### src/rtl/bram_tdp_port_arbiter.sv
`default_nettype none
// ============================================================================
// Module      : bram_tdp_port_arbiter
// Description : Round-robin arbiter sharing one true-dual-port, read-first
//               block RAM between NREQ requesters on a single clock. Up to
//               two requests are granted per cycle: the first valid
//               requester in search order gets BRAM port A, the second gets
//               port B. Read data is steered back to its owner one cycle
//               after the accept cycle.
// Revision    : 1.0  initial release
// ----------------------------------------------------------------------------
// Configuration macro:
//   ARB_ADDR_CONFLICT_EN  when defined, a port-B candidate that targets the
//                         same address as the port-A grant, with at least one
//                         of the two being a write, is deferred one cycle.
//                         When undefined both are granted unconditionally.
// ----------------------------------------------------------------------------
// Ports:
//   clk_i          single clock, all logic on posedge
//   rst_n_i        synchronous active-low reset
//   req_valid_i    [NREQ]        requester i has a pending access
//   req_we_i       [NREQ]        1 = write, 0 = read
//   req_addr_i     [NREQ*AW]     word address, requester i at [i*AW +: AW]
//   req_wdata_i    [NREQ*WIDTH]  write data, requester i at [i*WIDTH +: WIDTH]
//   req_ready_o    [NREQ]        grant this cycle (accept = valid & ready)
//   rsp_valid_o    [NREQ]        read data for requester i valid this cycle
//   rsp_rdata_o    [NREQ*WIDTH]  read data, lane i; unowned lanes drive 0
//   ena_o/enb_o                  BRAM port enables
//   wea_o/web_o                  BRAM write enables
//   addra_o/addrb_o [AW]         BRAM addresses
//   dia_o/dib_o    [WIDTH]       BRAM write data
//   doa_i/dob_i    [WIDTH]       BRAM registered read data (1-cycle latency)
// ============================================================================
module bram_tdp_port_arbiter #(
   parameter  int NREQ  = 4,
   parameter  int SIZE  = 1024,
   parameter  int WIDTH = 16,
   localparam int AW    = $clog2(SIZE)
) (
   input  logic                  clk_i,
   input  logic                  rst_n_i,

   input  logic [NREQ-1:0]       req_valid_i,
   input  logic [NREQ-1:0]       req_we_i,
   input  logic [NREQ*AW-1:0]    req_addr_i,
   input  logic [NREQ*WIDTH-1:0] req_wdata_i,
   output logic [NREQ-1:0]       req_ready_o,

   output logic [NREQ-1:0]       rsp_valid_o,
   output logic [NREQ*WIDTH-1:0] rsp_rdata_o,

   output logic                  ena_o,
   output logic                  wea_o,
   output logic [AW-1:0]         addra_o,
   output logic [WIDTH-1:0]      dia_o,
   input  logic [WIDTH-1:0]      doa_i,

   output logic                  enb_o,
   output logic                  web_o,
   output logic [AW-1:0]         addrb_o,
   output logic [WIDTH-1:0]      dib_o,
   input  logic [WIDTH-1:0]      dob_i
);

   localparam int PW = $clog2(NREQ);

   // -------------------------------------------------------------------------
   // (base + off) mod NREQ. One extra bit holds the intermediate sum, which is
   // at most 2*NREQ-2 for the operands used here, so a single conditional
   // subtract is enough even when NREQ is not a power of two.
   // -------------------------------------------------------------------------
   function automatic logic [PW-1:0] rr_wrap(input logic [PW-1:0] base,
                                             input int             off);
      logic [PW:0] sum;
      sum = {1'b0, base} + (PW+1)'(off);
      if (sum >= (PW+1)'(NREQ)) begin
         sum = sum - (PW+1)'(NREQ);
      end
      return sum[PW-1:0];
   endfunction

   // -------------------------------------------------------------------------
   // Unpack the flattened request buses into per-requester arrays.
   // -------------------------------------------------------------------------
   logic [AW-1:0]    addr_v  [NREQ];
   logic [WIDTH-1:0] wdata_v [NREQ];

   generate
      for (genvar g = 0; g < NREQ; g++) begin : g_unpack
         assign addr_v[g]  = req_addr_i[g*AW +: AW];
         assign wdata_v[g] = req_wdata_i[g*WIDTH +: WIDTH];
      end
   endgenerate

   // -------------------------------------------------------------------------
   // Registered state
   // -------------------------------------------------------------------------
   logic [PW-1:0] rr_ptr_q,    rr_ptr_d;
   logic          own_a_vld_q, own_a_vld_d;
   logic [PW-1:0] own_a_idx_q, own_a_idx_d;
   logic          own_b_vld_q, own_b_vld_d;
   logic [PW-1:0] own_b_idx_q, own_b_idx_d;

   // -------------------------------------------------------------------------
   // Candidate search: walk rr_ptr, rr_ptr+1, ... and pick the first two
   // valid requesters. Because each index is visited once, A and B can never
   // name the same requester.
   // -------------------------------------------------------------------------
   logic          found_a, found_b;
   logic [PW-1:0] idx_a,   idx_b;
   logic [PW-1:0] cand;

   always_comb begin
      found_a = 1'b0;
      found_b = 1'b0;
      idx_a   = '0;
      idx_b   = '0;
      cand    = '0;
      for (int k = 0; k < NREQ; k++) begin
         cand = rr_wrap(rr_ptr_q, k);
         if (req_valid_i[cand]) begin
            if (!found_a) begin
               found_a = 1'b1;
               idx_a   = cand;
            end else if (!found_b) begin
               found_b = 1'b1;
               idx_b   = cand;
            end
         end
      end
   end

   // -------------------------------------------------------------------------
   // Same-address hazard between the two candidates. A write on one port with
   // any access to the same word on the other has undefined BRAM results, so
   // the optional build holds the port-B candidate back for a cycle.
   // -------------------------------------------------------------------------
   logic conflict;

`ifdef ARB_ADDR_CONFLICT_EN
   assign conflict = found_a && found_b
                     && (addr_v[idx_a] == addr_v[idx_b])
                     && (req_we_i[idx_a] || req_we_i[idx_b]);
`else
   assign conflict = 1'b0;
`endif

   // Grants are suppressed combinationally while reset is held so the BRAM
   // sees no enables and no requester believes it was accepted.
   logic grant_a, grant_b;

   assign grant_a = found_a && rst_n_i;
   assign grant_b = found_b && !conflict && rst_n_i;

   // -------------------------------------------------------------------------
   // Pointer update: move one past the last granted index. B always lies
   // after A in search order, so B wins when granted. A deferred B candidate
   // therefore becomes the head of the next search.
   // -------------------------------------------------------------------------
   always_comb begin
      rr_ptr_d = rr_ptr_q;
      if (grant_b) begin
         rr_ptr_d = rr_wrap(idx_b, 1);
      end else if (grant_a) begin
         rr_ptr_d = rr_wrap(idx_a, 1);
      end
   end

   // -------------------------------------------------------------------------
   // Ready fan-out: one-hot per port, at most two bits set in total.
   // -------------------------------------------------------------------------
   generate
      for (genvar g = 0; g < NREQ; g++) begin : g_ready
         assign req_ready_o[g] = (grant_a && (idx_a == PW'(g)))
                              || (grant_b && (idx_b == PW'(g)));
      end
   endgenerate

   // -------------------------------------------------------------------------
   // BRAM port drive. Address and data are zeroed on an idle port so the
   // memory inputs do not toggle with unrelated requester traffic.
   // -------------------------------------------------------------------------
   assign ena_o   = grant_a;
   assign wea_o   = grant_a && req_we_i[idx_a];
   assign addra_o = grant_a ? addr_v[idx_a]  : '0;
   assign dia_o   = grant_a ? wdata_v[idx_a] : '0;

   assign enb_o   = grant_b;
   assign web_o   = grant_b && req_we_i[idx_b];
   assign addrb_o = grant_b ? addr_v[idx_b]  : '0;
   assign dib_o   = grant_b ? wdata_v[idx_b] : '0;

   // -------------------------------------------------------------------------
   // Read ownership: only reads claim a port's output for the next cycle.
   // The read-first data a write produces is never returned.
   // -------------------------------------------------------------------------
   always_comb begin
      own_a_vld_d = grant_a && !req_we_i[idx_a];
      own_a_idx_d = idx_a;
      own_b_vld_d = grant_b && !req_we_i[idx_b];
      own_b_idx_d = idx_b;
   end

   always_ff @(posedge clk_i) begin
      if (!rst_n_i) begin
         rr_ptr_q    <= '0;
         own_a_vld_q <= 1'b0;
         own_a_idx_q <= '0;
         own_b_vld_q <= 1'b0;
         own_b_idx_q <= '0;
      end else begin
         rr_ptr_q    <= rr_ptr_d;
         own_a_vld_q <= own_a_vld_d;
         own_a_idx_q <= own_a_idx_d;
         own_b_vld_q <= own_b_vld_d;
         own_b_idx_q <= own_b_idx_d;
      end
   end

   // -------------------------------------------------------------------------
   // Response routing. Gating with rst_n_i means a read accepted in the cycle
   // just before reset asserts produces no response pulse at all, rather than
   // one that races the reset edge.
   // -------------------------------------------------------------------------
   generate
      for (genvar g = 0; g < NREQ; g++) begin : g_rsp
         logic hit_a, hit_b;

         assign hit_a = rst_n_i && own_a_vld_q && (own_a_idx_q == PW'(g));
         assign hit_b = rst_n_i && own_b_vld_q && (own_b_idx_q == PW'(g));

         assign rsp_valid_o[g] = hit_a || hit_b;
         assign rsp_rdata_o[g*WIDTH +: WIDTH] = hit_a ? doa_i :
                                                hit_b ? dob_i : '0;
      end
   endgenerate

endmodule
`default_nettype wire

### config.mk
export PLATFORM = sky130hd
export DESIGN_NAME = bram_tdp_port_arbiter
export DESIGN_NICKNAME = d
export VERILOG_FILES = /design/src/rtl/bram_tdp_port_arbiter.sv
export SDC_FILE = /design/constraint.sdc
export NUM_CORES = 1
export LEC_CHECK = 0
export ABC_AREA = 1
export CAP_MARGIN = 25
export CORE_AREA = 2 2 106 108
export DETAILED_ROUTE_END_ITERATION = 10
export DIE_AREA = 0 0 108 110
export GPL_TIMING_DRIVEN = 1
export PLACE_DENSITY = 0.88
export SLEW_MARGIN = 10
export SYNTH_ARGS = -nofsm -noshare
export SYNTH_HDL_FRONTEND = slang
export SYNTH_SLANG_ARGS = --single-unit
### constraint.sdc
create_clock -name clk_i -period 8.7 [get_ports clk_i]
set_input_delay 2.175 -clock clk_i [delete_from_list [all_inputs] [get_ports clk_i]]
set_output_delay 2.175 -clock clk_i [all_outputs]
set_load 0.05 [all_outputs]
==> out/results.md, run 1 <==
| Item | Value |
|:---|:---|
| Status | finished clean |
| Slew at the pin with the worst max-slew slack | 0.793 ns |
| Via count of the first global-routing pass | 5027 |
| Final routed DRC violation total | 0 |
| Syn Area/Cell | 5.28 um2 |
| Clock latency on the worst-skew pair | 0.23 ns |
| Count of inserted antenna diode cells | 0 |
| Final routed wire length divided by cell count | 16.1 um |
| Post-CTS setup buffers | 0 |
| Total length of routed wires | 16.6 mm |
| Max capacitance violation total | 0 |
| Worst path most repeated cell | nand2_1 |
| Row count | 38 |
| Vias per cell | 5.31 |
| Post-layout min period | 7.76 ns |
| Die extent in x | 108 um |
| Final Hold Slack | 0.762 ns |
| Longest Clk Path Bufs | 2 |
| TritonCTS clock tree | done |
| Top Family by Delay on Critical Path | buffers and inverters |
| Global-route wire length before repair | 24.6 mm |
| Drt initial violations | 453 |
| Start of the worst register-to-register path | rr_ptr_q[0]$_SDFFE_PN0P_ |
| Worst hold path depth | 4 |
| Crit path max-delay cell type | clkdlybuf4s50_1 |
| Unrepaired setup endpoints after global routing | false |
| Count of cell types in the netlist | 32 |
| Maximum number of pins on one net before global-route repair | 82 |
| Final hold violation count | 0 |
| CP bufs+invs | 5 |
| Detailed-routing iteration count for the pre-antenna-repair pass | 7 |
| Combined global-route utilization of all metal layers | 25.8% |
| Detailed-route via count | 5491 |
| R2R setup slack | 5.70 ns |
| Element type at the critical path start | primary input |
| Total half-perimeter wirelength after legalization and detailed placement | 13.0 mm |
| Yosys warnings | 0 |
| Register area share after synthesis | 4.66% |
| Mapped Area | 3440 um2 |
| Area growth, synth to finish | 88.6% |
| Kind of capture point of the worst setup path | primary output |
| Synth Flop Type | dfxtp_1 |
| Count of port buffers added during placement | 273 |
| I/O pin count | 274 |
| Critical path fanouts, max | 27 |
| DRT antenna net count | 0 |
| Final Net Count | 1044 |
| Startpoint of the lowest-slack hold path | rr_ptr_q[1]$_SDFFE_PN0P_ |
| Cell at the root of the clock tree | clkbuf_8 |
| Finish-stage setup viols | 0 |
| Number of clock buffers inserted by TritonCTS | 3 |
| Core Footprint | 10700 um2 |
| Placer's final routability congestion estimate | 0.900 |
| Path type of the worst setup path | in -> out |
| Number of fillers in the final layout | 982 |
| H-tree depth | 1 |
| Headroom to the max-slew limit | 47.1% |
| Max Transition Viols Final | 0 |
| Critical path depth | 18 |
| Delay of the slowest cell on the worst path | 0.83 ns |
| Worst-case clock skew | 0.00361 ns |
| Initial antenna violation count | 0 |
| Most frequent standard cell in the layout excluding fill and tap cells | clkdlybuf4s50_1 |
| Critical Path Start | req_valid_i[3] |
| Endpoint of the most critical register-to-register path | rr_ptr_q[1]$_SDFFE_PN0P_ |
| Effective utilization at floorplan | 32.1% |
| Footprint of the multi-input gates | 2690 um2 |
| Clock-pin slew on the worst setup and hold paths | 0.04 ns |
| Hold-fix buffers, CTS | 0 |
| Seq cells post-synth | 8 |
| Data arrival at the endpoint of the critical path | 5.58 ns |
| Number of flops mapped to enable cells by yosys | 0 |
| Top library cells by usage in the layout, fill and taps aside | 244 x clkdlybuf4s50_1, 191 x nand2_1, 80 x inv_1 |
| Floorplan die area | 11900 um2 |
| Cells along the critical path | clkdlybuf4s50_1 > inv_1 > nand2_1 > nand3_1 > nand2_2 > ha_1 > inv_1 > nand2_1 > o21ai_0 > nand2_1 > nand2_1 > nand2_2 > nand2_4 > inv_2 > nand2_2 > o21ai_0 > nor3_1 > clkdlybuf4s50_1 |
| Register Area | 160 um2 |
| Required time of the worst setup path | 6.53 ns |
| Number of sinks handled by clock tree synthesis | 8 |
| Worst hold endpoint | rr_ptr_q[1]$_SDFFE_PN0P_ |
| Min-delay worst type | reg -> reg |
| Number of cells upsized or downsized after cts | 0 |
| Die outline height | 110 um |
| TNS Setup | 0 ns |
| Gr ovfl total | 0 |
| Maximum clock frequency | 0.129 GHz |
| Cell count of the worst reg-to-reg path | 18 |
| Number of nets in the synthesized netlist | 799 |
| Layout cells sized above 1 | 11.7% |
| Async set-or-reset flop fraction in the synthesized netlist | 0% |
| Count of mapped cells out of synthesis | 651 |
| Share of the clock period used by the worst path | 89.2% |
## metal layers
layer	global-route usage, %	routed length [um]
met5	0	0
met4	9.34	520
met3	7.52	1700
met2	49.2	8500
met1	26.7	5910
## how the worst max path moves through the flow
| stage | end | slack [ns] |
|---|---|---|
| 2_1_floorplan | addra_o[0] | 1.86 |
| 3_3_place_gp | wea_o | 1.11 |
| 3_5_place_dp | dia_o[15] | 0.93 |
| 4_1_cts | dia_o[15] | 0.91 |
| 5_1_grt | dia_o[15] | 0.67 |
| 6_report | dia_o[15] | 0.94 |
## cell type report
class                      count  area share (%)
timing repair buffer         280            47.4
clock buffer                   3           0.637
sequential                     8            2.47
tap                          140            2.70
inverter                      89            5.31
multi-input combinational    514            41.4
## flip-flops by register name, summed over array words and instances, names as in the netlist
| signal | cells |
|---|---|
| rr_ptr_q | 2 |
| own_b_idx_q | 2 |
| own_b_vld_q | 1 |
| own_a_vld_q | 1 |
| own_a_idx_q | 2 |
## worst min-delay path, cell delays in order, from the launching register on
cell	delay [ns]
dfxtp_1	0.36
inv_2	0.18
a21oi_1	0.09
nand2_1	0.06
inv_1	0.03
## cell families after synthesis
group | after synthesis | synth area share (%)
compound gates | 179 | 34.0
simple gates | 333 | 43.3
buf+inv | 129 | 17.3
flops | 8 | 4.66
fa+ha+maj | 2 | 0.728
## synthesized netlist by cell type (2+ instances only)
cell | number | area [um2]
a21oi_1 | 21 | 105
a21oi_2 | 11 | 96.3
buf_2 | 14 | 70.1
buf_4 | 6 | 45.0
buf_6 | 8 | 90.1
clkbuf_1 | 12 | 45.0
dfxtp_1 | 8 | 160
ha_1 | 2 | 25.0
inv_1 | 80 | 300
inv_2 | 7 | 26.3
nand2_1 | 191 | 717
nand2_2 | 12 | 75.1
nand2_4 | 8 | 90.1
nand3_1 | 39 | 195
nand3_2 | 3 | 30.0
nand4_1 | 2 | 12.5
nor2_1 | 49 | 184
nor3_1 | 13 | 65.1
o211ai_1 | 11 | 82.6
o211ai_2 | 11 | 138
o21ai_0 | 43 | 215
o21ai_1 | 2 | 10.0
o21ai_4 | 2 | 32.5
o22ai_1 | 77 | 482
or2_1 | 7 | 43.8
or2_2 | 6 | 37.5
## through the flow
step	utilization [%]	instances	cell area (um2)	worst slack, ns
5_1_grt	60.6	1034	6480	0.671
4_1_cts	60.6	1034	6480	0.913
3_5_place_dp	60.2	1031	6440	0.934
3_3_place_gp	60.2	1031	6440	1.11
6_report	60.6	1034	6480	0.942
2_1_floorplan	-	651	3440	1.86
Power of run 1 is left out: the tool's default activity adds up to more than one toggle a clock period on the data nets, which glitch-free logic cannot reach.
==> run 2: changes to the inputs <==
--- a/config.mk
+++ b/config.mk
@@ -8,6 +8,7 @@
 export ABC_AREA = 1
 export CAP_MARGIN = 25
 export CORE_AREA = 2 2 106 108
+export CTS_CLUSTER_DIAMETER = 200
 export DETAILED_ROUTE_END_ITERATION = 10
 export DIE_AREA = 0 0 108 110
 export GPL_TIMING_DRIVEN = 1
@@ -16,3 +17,4 @@
 export SYNTH_ARGS = -nofsm -noshare
 export SYNTH_HDL_FRONTEND = slang
 export SYNTH_SLANG_ARGS = --single-unit
+export TNS_END_PERCENT = 5
==> results of run 2 <==
Same layout as run 1: the final DEF is identical, and so are final timing and power.
Power of run 2 is left out for the same reason.
